**src/rtl/wm_plant_emulator.sv**
```systemverilog
// Washing-machine plant model: water level, temperature, drum speed and door latch
// advance on a prescaled physics tick and drive registered sensor outputs.
module wm_plant_emulator #(
  parameter logic [15:0] TICK_DIV       = 16'd4,
  parameter logic [9:0]  FILL_RATE      = 10'd8,
  parameter logic [9:0]  DRAIN_RATE     = 10'd12,
  parameter logic [9:0]  MAX_LEVEL      = 10'd1000,
  parameter logic [9:0]  MIN_HEAT_LEVEL = 10'd80,
  parameter logic [7:0]  HEAT_DIV       = 8'd3,
  parameter logic [7:0]  COOL_DIV       = 8'd20,
  parameter logic [6:0]  AMBIENT_TEMP   = 7'd15,
  parameter logic [6:0]  TEMP_MAX       = 7'd95,
  parameter logic [9:0]  MOTOR_ACCEL    = 10'd20,
  parameter logic [9:0]  MOTOR_DECEL    = 10'd10,
  parameter logic [9:0]  MOTOR_MAX      = 10'd700,
  parameter logic [9:0]  VIB_SPEED      = 10'd300,
  parameter logic [7:0]  LOCK_DELAY     = 8'd5
) (
  input  logic       clk,
  input  logic       reset,
  input  logic       water_valve,
  input  logic       heater,
  input  logic       drain_pump,
  input  logic       drum_motor,
  input  logic       door_lock,
  input  logic       imbalance_inject,
  input  logic       sensor_freeze,
  output logic [9:0] water_level_sensor,
  output logic [6:0] temperature_adc_sensor,
  output logic [9:0] motor_speed_sensor,
  output logic       vibration_sensor,
  output logic       door_locked,
  output logic       overflow_flag,
  output logic       dry_heat_fault
);

  typedef enum logic [1:0] {S_UNLOCKED, S_LOCKING, S_LOCKED, S_UNLOCKING} door_t;

  door_t              r_door, w_door_next;
  logic [15:0]        r_presc;
  logic               w_tick;
  logic [9:0]         r_level, w_level_next;
  logic signed [10:0] w_lvl_sum;
  logic [6:0]         r_temp, w_temp_next;
  logic [7:0]         r_heat_cnt, w_heat_cnt_next;
  logic [7:0]         r_cool_cnt, w_cool_cnt_next;
  logic [9:0]         r_speed, w_speed_next;
  logic [10:0]        w_speed_sum;
  logic [7:0]         r_lock_cnt, w_lock_cnt_next;
  logic               w_locked_int, w_locked_next, w_heating;

  assign w_tick        = (r_presc == TICK_DIV - 16'd1);
  assign w_locked_int  = (r_door == S_LOCKED) || (r_door == S_UNLOCKING);
  assign w_locked_next = (w_door_next == S_LOCKED) || (w_door_next == S_UNLOCKING);
  assign w_heating     = heater && (r_level >= MIN_HEAT_LEVEL);

  always_comb begin
    w_lvl_sum = $signed({1'b0, r_level})
              + (water_valve ? $signed({1'b0, FILL_RATE})  : 11'sd0)
              - (drain_pump  ? $signed({1'b0, DRAIN_RATE}) : 11'sd0);
    if (w_lvl_sum < 11'sd0)
      w_level_next = '0;
    else if (w_lvl_sum > $signed({1'b0, MAX_LEVEL}))
      w_level_next = MAX_LEVEL;
    else
      w_level_next = w_lvl_sum[9:0];
  end

  // An empty drum resets the water to inlet temperature, overriding heat/cool.
  always_comb begin
    w_temp_next     = r_temp;
    w_heat_cnt_next = r_heat_cnt;
    w_cool_cnt_next = r_cool_cnt;
    if (w_level_next == '0) begin
      w_temp_next     = AMBIENT_TEMP;
      w_heat_cnt_next = '0;
      w_cool_cnt_next = '0;
    end else if (w_heating) begin
      w_cool_cnt_next = '0;
      if (r_heat_cnt == HEAT_DIV - 8'd1) begin
        w_heat_cnt_next = '0;
        if (r_temp < TEMP_MAX) w_temp_next = r_temp + 7'd1;
      end else begin
        w_heat_cnt_next = r_heat_cnt + 8'd1;
      end
    end else begin
      w_heat_cnt_next = '0;
      if (r_cool_cnt == COOL_DIV - 8'd1) begin
        w_cool_cnt_next = '0;
        if (r_temp > AMBIENT_TEMP) w_temp_next = r_temp - 7'd1;
      end else begin
        w_cool_cnt_next = r_cool_cnt + 8'd1;
      end
    end
  end

  always_comb begin
    w_speed_sum = {1'b0, r_speed} + {1'b0, MOTOR_ACCEL};
    if (drum_motor && w_locked_int)
      w_speed_next = (w_speed_sum > {1'b0, MOTOR_MAX}) ? MOTOR_MAX : w_speed_sum[9:0];
    else
      w_speed_next = (r_speed < MOTOR_DECEL) ? '0 : r_speed - MOTOR_DECEL;
  end

  // The transition tick itself counts as the first latch tick in either direction.
  always_comb begin
    w_door_next     = r_door;
    w_lock_cnt_next = r_lock_cnt;
    case (r_door)
      S_UNLOCKED: if (door_lock) begin
        w_door_next     = S_LOCKING;
        w_lock_cnt_next = 8'd1;
      end
      S_LOCKING: begin
        if (!door_lock) begin
          w_door_next     = S_UNLOCKED;
          w_lock_cnt_next = '0;
        end else if (r_lock_cnt + 8'd1 >= LOCK_DELAY) begin
          w_door_next     = S_LOCKED;
          w_lock_cnt_next = '0;
        end else begin
          w_lock_cnt_next = r_lock_cnt + 8'd1;
        end
      end
      S_LOCKED: if (!door_lock && r_speed == '0 && r_level == '0) begin
        w_door_next     = S_UNLOCKING;
        w_lock_cnt_next = 8'd1;
      end
      S_UNLOCKING: begin
        if (door_lock) begin
          w_door_next     = S_LOCKED;
          w_lock_cnt_next = '0;
        end else if (r_lock_cnt + 8'd1 >= LOCK_DELAY) begin
          w_door_next     = S_UNLOCKED;
          w_lock_cnt_next = '0;
        end else begin
          w_lock_cnt_next = r_lock_cnt + 8'd1;
        end
      end
      default: begin
        w_door_next     = S_UNLOCKED;
        w_lock_cnt_next = '0;
      end
    endcase
  end

  always_ff @(posedge clk) begin
    if (reset) begin
      r_presc                <= '0;
      r_level                <= '0;
      r_temp                 <= AMBIENT_TEMP;
      r_heat_cnt             <= '0;
      r_cool_cnt             <= '0;
      r_speed                <= '0;
      r_lock_cnt             <= '0;
      r_door                 <= S_UNLOCKED;
      water_level_sensor     <= '0;
      temperature_adc_sensor <= AMBIENT_TEMP;
      motor_speed_sensor     <= '0;
      vibration_sensor       <= 1'b0;
      door_locked            <= 1'b0;
      overflow_flag          <= 1'b0;
      dry_heat_fault         <= 1'b0;
    end else begin
      r_presc <= w_tick ? '0 : r_presc + 16'd1;
      if (w_tick) begin
        r_level    <= w_level_next;
        r_temp     <= w_temp_next;
        r_heat_cnt <= w_heat_cnt_next;
        r_cool_cnt <= w_cool_cnt_next;
        r_speed    <= w_speed_next;
        r_door     <= w_door_next;
        r_lock_cnt <= w_lock_cnt_next;
        if (water_valve && r_level == MAX_LEVEL) overflow_flag  <= 1'b1;
        if (heater && r_level < MIN_HEAT_LEVEL)  dry_heat_fault <= 1'b1;
        if (!sensor_freeze) begin
          water_level_sensor     <= w_level_next;
          temperature_adc_sensor <= w_temp_next;
          motor_speed_sensor     <= w_speed_next;
          vibration_sensor       <= imbalance_inject && (w_speed_next >= VIB_SPEED);
          door_locked            <= w_locked_next;
        end
      end
    end
  end

endmodule

```
**config.mk**
```make
export PLATFORM = sky130hd
export DESIGN_NAME = wm_plant_emulator
export DESIGN_NICKNAME = d
export VERILOG_FILES = /design/src/rtl/wm_plant_emulator.sv
export SDC_FILE = /design/constraint.sdc
export NUM_CORES = 1
export LEC_CHECK = 0
export CORE_MARGIN = 2
export CORE_UTILIZATION = 50
export DETAILED_ROUTE_END_ITERATION = 7
export PLACE_DENSITY_LB_ADDON = 0.15
export REMOVE_ABC_BUFFERS = 1
export SLEW_MARGIN = 10
export SYNTH_ARGS = -nofsm -noshare
export SYNTH_HDL_FRONTEND = slang
export SYNTH_SLANG_ARGS = --single-unit
```
**constraint.sdc**
```tcl
create_clock -name clk -period 3.31 [get_ports clk]
set_input_delay 0.8275 -clock clk [delete_from_list [all_inputs] [get_ports clk]]
set_output_delay 0.8275 -clock clk [all_outputs]
set_load 0.05 [all_outputs]
```
; Word level (Yosys, flattened, before mapping)
; Cells that the tools add are included.
; Widths: inputs -> output; s select.
[totals]
word_cells = 98
inputBits = 9
reg_bits = 100
out_inout_bits = 31
[op_classes]
eq_ne = 11
n_bitwise = 1
magnitude_cmp = 10
muxes = 32
n_addsub = 10
reduce_logical = 19
[ops]
columns = cell, count
row1 = $mux 8, 11
row2 = $mux 10, 5
row3 = $mux 7, 6
row4 = $pmux 8 s4, 1
row5 = $logic_not 10->1, 3
row6 = $add 8x1->8 const B, 3
row7 = $add 16x1->16 const B, 1
row8 = $eq 16x2->1 const B, 1
row9 = $mux 2, 6
row10 = $add 10x4->11, 1
row11 = $add 10x5->11 const B, 1
row12 = $gt 11x10->1 const B, 1
row13 = $gt 11x11->1 const B, 1
row14 = $lt 11x1->1 const B, 1
row15 = $sub 11x5->11, 1
row16 = $eq 10x10->1 const B, 1
row17 = $ge 10x7->1 const B, 1
row18 = $ge 10x9->1 const B, 1
row19 = $lt 10x4->1 const B, 1
row20 = $lt 10x7->1 const B, 1
row21 = $sub 10x4->10 const B, 1
row22 = $eq 2x2->1 const B, 4
row23 = $eq 8x2->1 const B, 1
row24 = $eq 8x5->1 const B, 1
row25 = 18 further kinds, 28

; Longest topological paths before layout
[logic_depth]
ltp_word = 8
ltp_mapped = 11
ltp_nobuf = 10

; Worst setup path after synthesis
; OpenSTA, ideal clock, no wires.
[synth_timing]
path_type = input -> register
start = input port drain_pump
end = register r_heat_cnt[3]
setup_time_ns = 0.132
arrival_time_ns = 3.421
path_buffers = 1
stages = 11
required_time_ns = 3.178
setup_slack_ns = -0.244
cell_sequence = inv_1 > fa_1 > ha_1 > a21o_1 > a21oi_2 > xnor2_1 > or4b_4 > or4_4 > buf_6 > o2111ai_1 > a21oi_1
[synth_via]
elab_chain_cells = 7
word_cells_on_any_way = 8
classes_between = 1 x add/sub / 2 x order compare / 4 x mux / 1 x reduce/logical
[synth_lines]
columns = item, line
row1 = from (decl), 23  ; input logic drain_pump,
row2 = $mux 4 (*), 60  ; - (drain_pump ? $signed({1'b0, DRAIN_RATE}) : 11'sd0);
row3 = $sub 11x5->11 (*), 60
row4 = $gt 11x11->1, 63  ; else if (w_lvl_sum > $signed({1'b0, MAX_LEVEL}))
row5 = $mux 10, 63
row6 = $mux 10 (*), 61  ; if (w_lvl_sum < 11'sd0)
row7 = $logic_not 10->1 (*), 74  ; if (w_level_next == '0) begin
row8 = $mux 8 (*), 74
row9 = to (signal assigned), 169  ; r_heat_cnt <= w_heat_cnt_next;
row10 = to (decl), 45  ; logic [7:0] r_heat_cnt, w_heat_cnt_next;
; Mark *: on every way between the ends. The rest lies on a longest branch, timed or not.
; A chain may end at the register's enable or synchronous reset.

; Worst setup path after layout
[layout_timing]
start = input port water_valve
end = register r_level[2]
[layout_via]
elab_chain_cells = 6
word_cells_on_any_way = 7
classes_between = 2 x add/sub / 2 x order compare / 3 x mux
[layout_lines]
columns = item, line
row1 = from (decl), 21  ; input logic water_valve,
row2 = $mux 4 (*), 59  ; + (water_valve ? $signed({1'b0, FILL_RATE}) : 11'sd0)
row3 = $add 10x4->11 (*), 59
row4 = $sub 11x5->11 (*), 60
row5 = $gt 11x11->1, 63
row6 = $mux 10, 63
row7 = $mux 10 (*), 61
row8 = to (signal assigned), 167  ; r_level <= w_level_next;
row9 = to (decl), 42  ; logic [9:0] r_level, w_level_next;
; Marks and branches as above.

==> run summary <==
Clock-pin slew was measured on the worst setup and hold paths at 0.06 ns. The number of synthesized flops with an enable pin came out at 0. The first global-routing pass estimated 26.2 mm of wire. The achievable frequency is 0.296 GHz. The endpoint identified for the worst register-to-register timing path is r_level[2]$_SDFFE_PP0P_. The starting density of the core is 0.506.

The largest net degree at the start of global routing came out at 58. After detailed routing, the number of remaining DRC violations is 0. The critical path buffer and inverter count is 4. The flow ran to the end, but the final reports show violations. The async set or reset register ratio after synthesis came out at 0. The core region is 0.0119 mm². The final count of pins violating max slew came to 0. The total clock buffers created by CTS is 9. Of the post-synthesis cell area, the dominant cell type holds 0.332. The slowest stage of the critical path is the fa_1 cell. The clock passes through at most 2 buffers. Across the VDD grid, the largest voltage drop is 0.312 mV. The worst setup path is launched from a primary input. By instance count, the leading cell after synthesis is dfxtp_1. The HPWL after detailed placement came out at 10.6 mm. The quantity of I/O buffers inserted on ports came out at 39.

The number of failing hold endpoints at the final stage is 0. Measured along the y axis, the die boundary spans 114 µm. The aggregate routed wire length is 16.1 mm. Traced cell by cell, the critical path runs through buf_6, fa_1, ha_1, a21o_1, buf_4, and3_4, nand3b_1, o211a_4, buf_6, and4_4, a21o_4, buf_6, o41ai_2. The smallest clock period supported by the final layout is computed as 3.38 ns.

The start point of the critical path is water_valve. The number of top-level design ports came out at 40. STA puts the critical path data required time at 3.56 ns. The startpoint identified for the worst hold timing path is r_presc[0]$_SDFF_PP0_. The setup slack of the critical path after layout came out at -0.0730 ns. For this design, the sink count on the clock tree is 100.

The number of diodes added for antenna fixing is 0. The routability-driven placement congestion ratio came out at 0.893. The net total in the final layout is 860.

The signal arrival time at the worst endpoint came out at 3.64 ns. The number of placed cells counting well taps came out at 941. The distinct cell type count after synthesis came out at 78. The die boundary width came out at 114 µm. The overall routing resource usage came out at 0.249. The tree is rooted in a clkbuf_16. In the synthesized netlist, the number of instances is 760.

The cell depth of the worst setup path came out at 13. Of the available clock period, the critical path in the final layout requires 1.02. The sequential cell area fraction in the yosys report is 0.332. The largest area contributor in the synthesized netlist is dfxtp_1. The analysis attributes to cell leakage a power of 2.68 nW. In this run the critical register-to-register path is launched from r_level[3]$_SDFFE_PP0P_. The area growth from synthesis to layout is 22.1%.

The final standard cell count with taps included and fillers excluded is 972. The worst-case clock skew is 0.00900 ns. Setup repair after global routing could not meet its margin everywhere. In this run, synthesis produced a sequential element count of 100.

The detailed router placed 5871 vias in this run. The number of cells on the worst reg-to-reg path is 12. The worst setup path is captured at a flop. The endpoint of the worst setup timing path is r_level[2]$_SDFFE_PP0P_. On the critical path the largest part of the delay comes from compound AO/OA/AOI/OAI gates. The number of antenna violations at the first check in global routing is 0. The tightest min-delay check is of the flop to flop type. Across the run, the number of max-cap violations was 0.

The residual overflow from global routing came out at 0. The via count of the first global-routing pass came out at 5306. The critical-path maximum fanout came out at 5.

The first routing iteration left 466 violations. The number of search-and-repair iterations in the first detailed-routing pass came out at 5. The post-route antenna net violation count is 0. TritonCTS built the clock tree. The average footprint of a synthesized cell is 7.94 µm².

Sorting the synthesized cells by area gives the leading types as dfxtp_1 33%, ha_1 6.0%, nor2_1 5.5%. The area of the mapped netlist came out at 0.00603 mm². The total number of yosys warnings is 0.

The most used flip-flop cell after synthesis is dfxtp_1. The commonest cells after synthesis are 100 x dfxtp_1, 89 x nor2_1, 71 x nand2_1, 50 x a21oi_1, 34 x clkbuf_1. After layout, the design draws a total of 0.00321 W. The full die area is 0.0130 mm². The critical path class is primary input to flop. The most numerous cell type found on the critical path is buf_6. The final reports fail on negative setup slack. The clock insertion delay at the later pin of the skew report came out at 0.35 ns. At the pin with the least slew margin, the transition time is 0.881 ns. The setup slack of the worst register-to-register path came out at 0.14 ns. The final routed wire length divided by cell count is 16.6 µm. The maximum level of the CTS H-tree came out at 3. In the final layout, the share of cells above drive strength 1 is 0.153. The delay contributed by the slowest stage of the critical path is 0.47 ns. Measured against its own limit, the worst slew margin works out to 0.412. Setup violations remaining at the end of the flow were counted as 18.

The count of standard-cell rows is 40. The via-per-instance ratio came out at 6.04. Power spread over the standard cell area amounts to 436 mW/mm².
## stage by stage
stage | worst slack [ns] | hold slack (ns) | setup TNS (ns) | util | cell area, µm²
4_1_cts | -0.0857 | 0.463 | -0.521 | 0.605 | 7210
5_1_grt | -0.190 | 0.481 | -3.25 | 0.618 | 7370
2_1_floorplan | -0.664 | 0.418 | -24.23 | - | 5860
6_report | -0.0730 | 0.455 | -0.375 | 0.618 | 7370
3_3_place_gp | -0.757 | 0.429 | -32.82 | 0.564 | 6720
3_5_place_dp | -0.855 | 0.451 | -35.71 | 0.564 | 6720
## repair_timing
action | CTS | global route
buffers inserted | 9 | 6
hold buffers | 0 | 0
endpoints found under the setup margin | 50 | 38
gates resized for setup | 27 | 27
cloned | 3 | 0
pin swaps | 20 | 22
hold endpoints to repair | 0 | 0
## cells by family (layout without fill, tap and decap cells)
group | Yosys count | count (layout) | share of synthesized area
multiplexers | 6 | 6 | 0.00996
AO/OA/AOI/OAI | 183 | 183 | 0.210
AND/OR/NAND/NOR | 352 | 355 | 0.307
XOR/XNOR | 24 | 24 | 0.0348
flip-flops | 100 | 100 | 0.332
adder cells (fa/ha/maj) | 30 | 30 | 0.0635
buffers and inverters | 65 | 127 | 0.0431
## per-layer routing
layer  part of all wire  global-route usage  up-vias
met5                  0                   0        -
met4              0.015              0.0756        0
met3              0.044              0.0430       21
met2               0.47               0.404      141
met1               0.47               0.342     2802
li1                   -                   -     2907
## worst register-to-register path, stage by stage, from the launching register on
cell      delay [ns]
dfxtp_1         0.39
fa_1            0.44
ha_1            0.32
a21o_1          0.19
buf_4           0.13
and3_4          0.17
nand3b_1        0.17
o211a_4         0.28
buf_6           0.13
and4_4          0.18
a21o_4          0.24
buf_6           0.12
o41ai_2         0.30
## final cells by class
cell class | instances | area [µm²]
Fill cell | 1072 | 4540
Multi-Input combinational cell | 598 | 3990
Sequential cell | 100 | 2000
Timing Repair Buffer | 88 | 783
Clock buffer | 11 | 243
Tap cell | 147 | 184
Inverter | 24 | 92.6
Clock inverter | 4 | 73.8
## state kept, by name, summed over array words and instances, names as in the netlist
register	flops
r_presc	16
motor_speed_sensor	10
r_level	10
r_speed	10
water_level_sensor	10
r_cool_cnt	8
r_heat_cnt	8
r_lock_cnt	8
r_temp	7
temperature_adc_sensor	7
r_door	2
door_locked	1
dry_heat_fault	1
overflow_flag	1
vibration_sensor	1
## how the worst min path moves through the flow
stage,to,cells past startpoint
5_1_grt,r_presc[0]$_SDFF_PP0_,1
2_1_floorplan,r_presc[0]$_SDFF_PP0_,1
4_1_cts,r_presc[0]$_SDFF_PP0_,1
3_3_place_gp,r_presc[0]$_SDFF_PP0_,1
3_5_place_dp,r_presc[0]$_SDFF_PP0_,1
6_report,r_presc[0]$_SDFF_PP0_,1
## power breakdown
group / switching (W) / internal, W
registers: 0.0000342 / 0.00123
logic: 0.000474 / 0.000343
clock network: 0.000456 / 0.000679
total: 0.000964 / 0.00225
## layout by cell type (no fill, tap or decap), types with 13 or more instances in the layout
cell type	synthesis	final
inv_1	24	23
nor2b_1	13	13
ha_1	29	29
a211oi_1	17	17
a21oi_1	50	50
nor2_1	89	86
nand2_1	71	71
buf_4	0	44
nand4_1	16	16
nand3_1	30	26
a31oi_1	14	14
clkdlybuf4s50_1	0	36
o21ai_0	21	18
dfxtp_1	100	100
nand3b_1	16	16
nor3_1	30	27
Note: power is estimated with default switching activity, not from simulation.
